==> src/rtl/avl_ddr3_arbiter.sv <==
// avl_ddr3_arbiter: round-robin two-port Avalon-MM arbiter with write-burst lock and in-order read-return routing
module avl_ddr3_arbiter #(
  parameter int TAG_DEPTH = 8,
  parameter int ADDR_W    = 26,
  parameter int DATA_W    = 64
) (
  input  logic                i_clk,
  input  logic                i_rst_n,
  input  logic                i_init_done,
  input  logic                m0_read,
  input  logic                m0_write,
  input  logic [ADDR_W-1:0]   m0_addr,
  input  logic [2:0]          m0_size,
  input  logic [DATA_W-1:0]   m0_wdata,
  input  logic [DATA_W/8-1:0] m0_be,
  output logic                m0_waitrequest,
  output logic [DATA_W-1:0]   m0_rdata,
  output logic                m0_rdata_valid,
  input  logic                m1_read,
  input  logic                m1_write,
  input  logic [ADDR_W-1:0]   m1_addr,
  input  logic [2:0]          m1_size,
  input  logic [DATA_W-1:0]   m1_wdata,
  input  logic [DATA_W/8-1:0] m1_be,
  output logic                m1_waitrequest,
  output logic [DATA_W-1:0]   m1_rdata,
  output logic                m1_rdata_valid,
  input  logic                avl_ready,
  input  logic [DATA_W-1:0]   avl_rdata,
  input  logic                avl_rdata_valid,
  output logic                avl_read_req,
  output logic                avl_write_req,
  output logic                avl_burstbegin,
  output logic [ADDR_W-1:0]   avl_addr,
  output logic [2:0]          avl_size,
  output logic [DATA_W-1:0]   avl_wdata,
  output logic [DATA_W/8-1:0] avl_be
);
  localparam int PW = $clog2(TAG_DEPTH);
  typedef enum logic {IDLE, WBURST} state_t;
  state_t        state_q, state_d;
  logic          last_q, last_d, owner_q, owner_d, err_orphan_q;
  logic [2:0]    left_q, left_d, wsize_q, wsize_d, rbeat_q, rbeat_d;
  logic [PW-1:0] wptr_q, rptr_q;
  logic [PW:0]   count_q;
  logic          tag_port_q [TAG_DEPTH];
  logic [2:0]    tag_size_q [TAG_DEPTH];
  logic          full, el0, el1, sel, gnt, wr, acc, push, pop, rv, hport;
  logic [2:0]    s0, s1, ssel, hsize;
  // grant selection, command mux and read-return routing
  always_comb begin
    s0 = m0_size == 3'd0 ? 3'd1 : m0_size;
    s1 = m1_size == 3'd0 ? 3'd1 : m1_size;
    full = count_q == (PW+1)'(TAG_DEPTH);
    el0 = i_init_done & (m0_write | (m0_read & !full));
    el1 = i_init_done & (m1_write | (m1_read & !full));
    sel = state_q == WBURST ? owner_q : (el0 & el1 ? !last_q : !el0);
    gnt = state_q == WBURST ? i_init_done & (owner_q ? m1_write : m0_write) : (el0 | el1);
    wr = sel ? m1_write : m0_write;
    ssel = sel ? s1 : s0;
    acc = gnt & avl_ready;
    push = acc & !wr;
    avl_write_req = gnt & wr & i_rst_n;
    avl_read_req = gnt & !wr & i_rst_n;
    avl_burstbegin = gnt & (state_q == IDLE) & i_rst_n;
    avl_addr = sel ? m1_addr : m0_addr;
    avl_size = state_q == WBURST ? wsize_q : ssel;
    avl_wdata = sel ? m1_wdata : m0_wdata;
    avl_be = sel ? m1_be : m0_be;
    m0_waitrequest = !(acc & !sel & i_rst_n);
    m1_waitrequest = !(acc & sel & i_rst_n);
    hport = tag_port_q[rptr_q];
    hsize = tag_size_q[rptr_q];
    rv = avl_rdata_valid & (count_q != '0);
    pop = rv & (rbeat_q == hsize - 3'd1);
    rbeat_d = !rv ? rbeat_q : (pop ? 3'd0 : rbeat_q + 3'd1);
    m0_rdata = avl_rdata;
    m1_rdata = avl_rdata;
    m0_rdata_valid = rv & !hport & i_rst_n;
    m1_rdata_valid = rv & hport & i_rst_n;
  end
  // burst-lock FSM next state
  always_comb begin
    state_d = state_q;
    left_d = left_q;
    owner_d = owner_q;
    wsize_d = wsize_q;
    last_d = acc ? sel : last_q;
    if (acc & wr & (state_q == IDLE) & (ssel > 3'd1)) begin
      state_d = WBURST;
      left_d = ssel - 3'd1;
      owner_d = sel;
      wsize_d = ssel;
    end else if (acc & (state_q == WBURST)) begin
      left_d = left_q - 3'd1;
      state_d = left_q == 3'd1 ? IDLE : WBURST;
    end
  end
  // control state registers
  always_ff @(posedge i_clk or negedge i_rst_n) begin
    if (!i_rst_n) begin
      state_q <= IDLE;
      last_q <= 1'b1;
      owner_q <= 1'b0;
      left_q <= 3'd0;
      wsize_q <= 3'd1;
      rbeat_q <= 3'd0;
      wptr_q <= '0;
      rptr_q <= '0;
      count_q <= '0;
      err_orphan_q <= 1'b0;
    end else begin
      state_q <= state_d;
      last_q <= last_d;
      owner_q <= owner_d;
      left_q <= left_d;
      wsize_q <= wsize_d;
      rbeat_q <= rbeat_d;
      wptr_q <= push ? wptr_q + PW'(1) : wptr_q;
      rptr_q <= pop ? rptr_q + PW'(1) : rptr_q;
      count_q <= count_q + (PW+1)'(push) - (PW+1)'(pop);
      err_orphan_q <= err_orphan_q | (avl_rdata_valid & (count_q == '0));
    end
  end
  // tag FIFO storage: {port, beat count} per accepted read
  always_ff @(posedge i_clk) begin
    if (push) begin
      tag_port_q[wptr_q] <= sel;
      tag_size_q[wptr_q] <= ssel;
    end
  end
endmodule

==> config.mk <==
export PLATFORM = sky130hd
export DESIGN_NAME = avl_ddr3_arbiter
export DESIGN_NICKNAME = d
export VERILOG_FILES = /design/src/rtl/avl_ddr3_arbiter.sv
export SDC_FILE = /design/constraint.sdc
export NUM_CORES = 1
export LEC_CHECK = 0
export ABC_CLOCK_PERIOD_IN_PS = 4000
export CORE_AREA = 5 5 196 198
export DETAILED_ROUTE_END_ITERATION = 8
export DIE_AREA = 0 0 201 203
export HOLD_SLACK_MARGIN = 0.03
export PLACE_DENSITY = 0.56
export SKIP_CTS_REPAIR_TIMING = 1
export SLEW_MARGIN = 0
export SYNTH_ARGS = -nofsm -noshare
export SYNTH_HDL_FRONTEND = slang
export SYNTH_SLANG_ARGS = --single-unit
==> constraint.sdc <==
create_clock -name i_clk -period 4 [get_ports i_clk]
set_input_delay 1 -clock i_clk [delete_from_list [all_inputs] [get_ports i_clk]]
set_output_delay 1 -clock i_clk [all_outputs]
set_load 0.02 [all_outputs]
# Word-level counts from Yosys, hierarchy flattened
# Memories as Yosys holds them, arrays and structs flattened.
# Index checks and enable logic that the tools add are counted.
# Widths: inputs -> output; s select.
[classes] eq_ne=3 div_mod_pow=0 muxes=20 bitwise_logic=32 shifts=0 n_addsub=8 n_lt_le_gt_ge=1 multipliers=0 reduce_logical=12
[op_table] operator="$mux 64" count=1
[op_table] operator="$and 1x1->1" count=28
[op_table] operator="$mux 26" count=1
[op_table] operator="$mux 3" count=7
[op_table] operator="$mux 1" count=10
[op_table] operator="$add 3x1->3 const B" count=3
[op_table] operator="$sub 3x1->3 const B" count=3
[op_table] operator="$logic_not 1->1" count=8
[op_table] operator="$mux 8" count=1
[op_table] operator="$logic_not 3->1" count=2
[op_table] operator="$add 4x1->4" count=1
[op_table] operator="$eq 4x4->1 const B" count=1
[op_table] operator="$reduce_bool 4->1" count=1
[op_table] operator="$sub 4x1->4" count=1
[op_table] operator="$eq 3x1->1 const B" count=1
[op_table] operator="$eq 3x3->1" count=1
[op_table] operator="$gt 3x1->1 const B" count=1
[op_table] operator="$or 1x1->1" count=3
[op_table] operator="$reduce_bool 2->1" count=1
[op_table] operator="$not 1->1" count=1
[word_totals] latchBits=0 memories=2 mem_bits_ro=0 register_bits=22 ram_bits=32
[memory_table] name="tag_size_q" words=8 width=3 rd=1 rd_ports_with_merged_regs=0 wr=1 line="47" text="logic [2:0] tag_size_q [TAG_DEPTH];"
[memory_table] name="tag_port_q" words=8 width=1 rd=1 rd_ports_with_merged_regs=0 wr=1 line="46" text="logic tag_port_q [TAG_DEPTH];"

# Longest topological paths before layout
[logic_depth] ltp_word=13 depth_mapped=13

# Least setup slack after synthesis
# No wires, ideal clock.
[synth_path] path_kind="input-to-output" start="input m1_read" end="output avl_size[0]" cell_stages=6 t_required_ns=3.000 arrival_ns=2.667 slack_ns=0.333 cell_sequence="nor2b_1 -> a211o_1 -> o21ai_1 -> buf_4 -> mux2i_1 -> mux2_2"
[synth_via] elab_chain_cells=8
[synth_rtl] element="start: declaration" line="19" text="input logic m1_read,"
[synth_rtl] element="$and 1x1->1" line="56" text="el1 = i_init_done & (m1_write | (m1_read & !full));"
[synth_rtl] element="$or 1x1->1" line="56"
[synth_rtl] element="$and 1x1->1" line="56"
[synth_rtl] element="$and 1x1->1" line="57" text="sel = state_q == WBURST ? owner_q : (el0 & el1 ? !last_q : !el0);"
[synth_rtl] element="$mux 1 (2 in series)" line="57"
[synth_rtl] element="$mux 3" line="60" text="ssel = sel ? s1 : s0;"
[synth_rtl] element="named net ssel[0]" line="49" text="logic [2:0] s0, s1, ssel, hsize;"
[synth_rtl] element="$mux 3" line="67" text="avl_size = state_q == WBURST ? wsize_q : ssel;"
[synth_rtl] element="end: declaration" line="35" text="output logic [2:0] avl_size,"
# The timed path passes the listed nets, and every way through them passes these cells.

# Final worst setup path
[layout_path] start="input m1_write" end="output avl_wdata[40]"
[layout_via] elab_chain_cells=6
[layout_rtl] element="start: declaration" line="20" text="input logic m1_write,"
[layout_rtl] element="$or 1x1->1" line="56"
[layout_rtl] element="$and 1x1->1" line="56"
[layout_rtl] element="$and 1x1->1" line="57"
[layout_rtl] element="$mux 1 (2 in series)" line="57"
[layout_rtl] element="$mux 64" line="68" text="avl_wdata = sel ? m1_wdata : m0_wdata;"
[layout_rtl] element="end: declaration" line="36" text="output logic [DATA_W-1:0] avl_wdata,"
# Every way passes these cells.

==> flow_metrics.py <==
metrics = {
    "timing": {
        "fin_crit_sh": 0.981,
        "skew_ns": 0.00562,
        "tightest_slew_ns": 0.612,
        "layout_setup_ws_ns": 0.0757,
        "fmax_mhz": 255,
        "min_period_ns": 3.92,
        "maxSlewViolCount": 0,
        "finalHoldViolCount": 0,
        "tns_ns": 0,
        "holdWs_ns": 0.531,
        "slew_headroom": 0.589,
        "finalSetupViolCount": 0,
    },
    "power_and_ir_drop": {
        "p_total_mw": 6.05,
        "swShare": 0.490,
        "p_int_mw": 3.09,
        "power_density_nw_per_um2": 710,
        "clock_power_share": 0.076,
        "comb_power_share": 0.771,
        "p_switching_mw": 2.96,
        "ir_worst_vdd_v": 0.000232,
        "leakage_nw": 4.41,
        "seq_power_share": 0.153,
    },
    "clocking": {
        "clock_latency_ns": 0.30,
        "numCtsBuffers": 5,
        "cts_buffer_depth": 2,
        "clock-sinks": 54,
        "clockRootBuffer": "clkbuf_16",
        "clk_transition_reported_paths_ns": 0.07,
        "htreeDepth": 2,
        "cts_tree": "yes",
    },
    "synth": {
        "synth_top_area_cell": "nand2_1",
        "ys_async_sr_fraction": 0.407,
        "synth.distinct_cells": 51,
        "syn_nets": 951,
        "synthesis.area_um2": 4990,
        "yosysSeqAreaShare": 0.303,
        "syn_avg_cell_area_um2": 7.54,
        "synth_area_leaders": "nand2_1 23%, buf_4 19%, edfxtp_1 19%",
        "synth.top_cell.area_share": 0.231,
        "synth-main-ff-cell": "edfxtp_1",
        "ys_ff_latch": 54,
        "synth_cells": 662,
        "yosysWarnings": 0,
        "synth_edf_count": 32,
    },
    "worst_setup_path": {
        "r2r_end": "count_q[3]",
        "critPathTopFamily": "buffers and inverters",
        "critPathKind": "input pin to output pin",
        "path_cells": "clkdlybuf4s50_1 -> nor2b_1 -> a211o_1 -> o21ai_4 -> buf_12 -> inv_8 -> buf_4 -> buf_4 -> nand2_1 -> nand2_1 -> buf_4",
        "worst-r2r-cell-count": 12,
        "start_kind": "input pin",
        "cp_max_fo": 10,
        "critPathMaxStageDelay_ns": 0.42,
        "cp.depth": 11,
        "crit_top_cell": "buf_4",
        "cp.arrival_ns": 2.92,
        "r2r_start": "rptr_q[0]",
        "crit_buf_inv": 6,
        "cp_slowest_cell": "clkdlybuf4s50_1",
        "critPathRequiredTime_ns": 3.00,
        "ff2ff_setup_slack_ns": 0.61,
        "crit_path_end_kind": "output pin",
        "cp-endpoint": "avl_wdata[40]",
        "startpoint": "m1_write",
    },
    "floorplan": {
        "io_pins": 511,
        "chipWidth_um": 201,
        "dieArea_um2": 40800,
        "core_area_um2": 36300,
        "core.rowCount": 70,
        "initial_utilization": 0.137,
        "dieHeight_um": 203,
    },
    "grt": {
        "grt_pass1_wl_um": 40000,
        "grt_max_degree": 27,
        "overflow": 0,
        "antenna_found_initial": 6,
        "grt_usage": 0.135,
        "grt_pass1_vias": 5124,
    },
    "place": {
        "placed_cells": 1342,
        "port_buffers": 318,
        "dp_hpwl_um": 26100,
        "routabilityCongestion": 0.912,
        "placed_cell_area_um2": 8170,
        "pre_cts_ws_ns": -0.589,
    },
    "detailed_routing": {
        "wl_per_cell_um": 21.8,
        "ant_nets": 0,
        "via_per_inst": 3.75,
        "dr.pass1.iters": 4,
        "route.detailed.drc": 0,
        "drt_first_iter_violations": 219,
        "num_vias": 5065,
        "drt_wl_total_um": 29500,
    },
    "final_layout": {
        "finalNonFillerCells": 1352,
        "syn_to_final_growth_pct": 70.7,
        "finalNetCount": 1172,
        "layout-drive-gt1-share": 0.135,
        "utilization": 0.234,
        "design_area_um2": 8520,
        "num_antenna_cells": 0,
    },
    "job": {
        "maxCapViolations": 0,
    },
    "outcome": {
        "status": "complete, no violations",
    },
    "hold_path": {
        "min_path_type": "register to register",
    },
}
## layer usage
layer	up-vias	routed length, um	global-route usage
li1	2435	-	-
met1	2286	11200	0.153
met2	315	14800	0.238
met3	27	3290	0.0674
met4	2	231	0.0125
met5	-	7	0
## worst min-delay path by stage
stage          slack (ns)  depth (start not counted)        from          to
2_1_floorplan        0.49                          2  wsize_q[1]  wsize_q[1]
3_3_place_gp         0.50                          2  wsize_q[1]  wsize_q[1]
3_5_place_dp         0.51                          2  wsize_q[1]  wsize_q[1]
4_1_cts              0.53                          2  wsize_q[1]  wsize_q[1]
5_1_grt              0.55                          2  wsize_q[1]  wsize_q[1]
6_report             0.53                          2  wsize_q[1]  wsize_q[1]
## power groups by stage
stage	registers (mW)	logic [mW]	clock network, mW
global route	0.949	5.08	0.493
detailed placement	0.936	4.83	0
floorplan	0.868	2.54	0
finish	0.925	4.67	0.458
CTS	0.925	4.87	0.473
global placement	0.936	4.82	0
## cells in the mapped netlist (4+ instances only)
cell / n
nand2_1: 307
edfxtp_1: 32
mux2i_1: 9
buf_4: 129
xnor2_1: 5
mux4_2: 8
clkbuf_1: 20
ha_1: 13
nand2b_1: 5
nor2b_1: 8
xor2_1: 8
nor3_1: 5
nor2_1: 17
nand3_1: 5
dfrtp_1: 20
buf_2: 5
mux2_2: 4
inv_1: 14
## worst min-delay path, cell delays in order (launching register included)
cell and delay (ns):
dfrtp_1 0.32, inv_1 0.05, o21bai_1 0.13
## cell type report
class	instances	area, um^2
Clock buffer	5	125
Sequential cell	54	1510
Inverter	14	60.1
Fill cell	3982	27800
Tap cell	468	586
Multi-Input combinational cell	439	2370
Timing Repair Buffer	369	3840
Clock inverter	3	28.8
## cells in the final DEF, fill, tap and decap left out, drive strengths merged, types with 2 or more instances in the layout
cell type / count
nor2: 17
a21o: 2
nand3: 5
buf: 72
nor2b: 8
nand2b: 5
xor2: 8
mux2i: 9
clkbuf: 15
nand2: 307
a211o: 2
ha: 13
a211oi: 2
dfstp: 2
xnor2: 5
nand4: 3
dlymetal6s2s: 76
mux4: 8
dfrtp: 20
clkdlybuf4s50: 211
edfxtp: 32
o21ai: 4
o21bai: 3
o211ai: 2
nor3: 6
a21oi: 2
o311ai: 2
inv: 16
mux2: 8
## cells by family (layout without fill, tap and decap cells)
kind of cell,count (synthesis),count (layout),synth area share
flops,54,54,0.303
simple gates,359,359,0.292
xor+xnor,13,13,0.0228
compound gates,28,28,0.0439
mux,25,25,0.0745
fa+ha+maj,14,14,0.0366
buf+inv,169,391,0.227
## registers in the layout (all words and copies together) (netlist names)
register and flops:
tag_port_q 8, rptr_q 3, left_q 3, wptr_q 3, wsize_q 3, owner_q 1, rbeat_q 3, last_q 1
state_q 1, count_q 4, tag_size_q 24
Power figures use the tool's default switching activity.
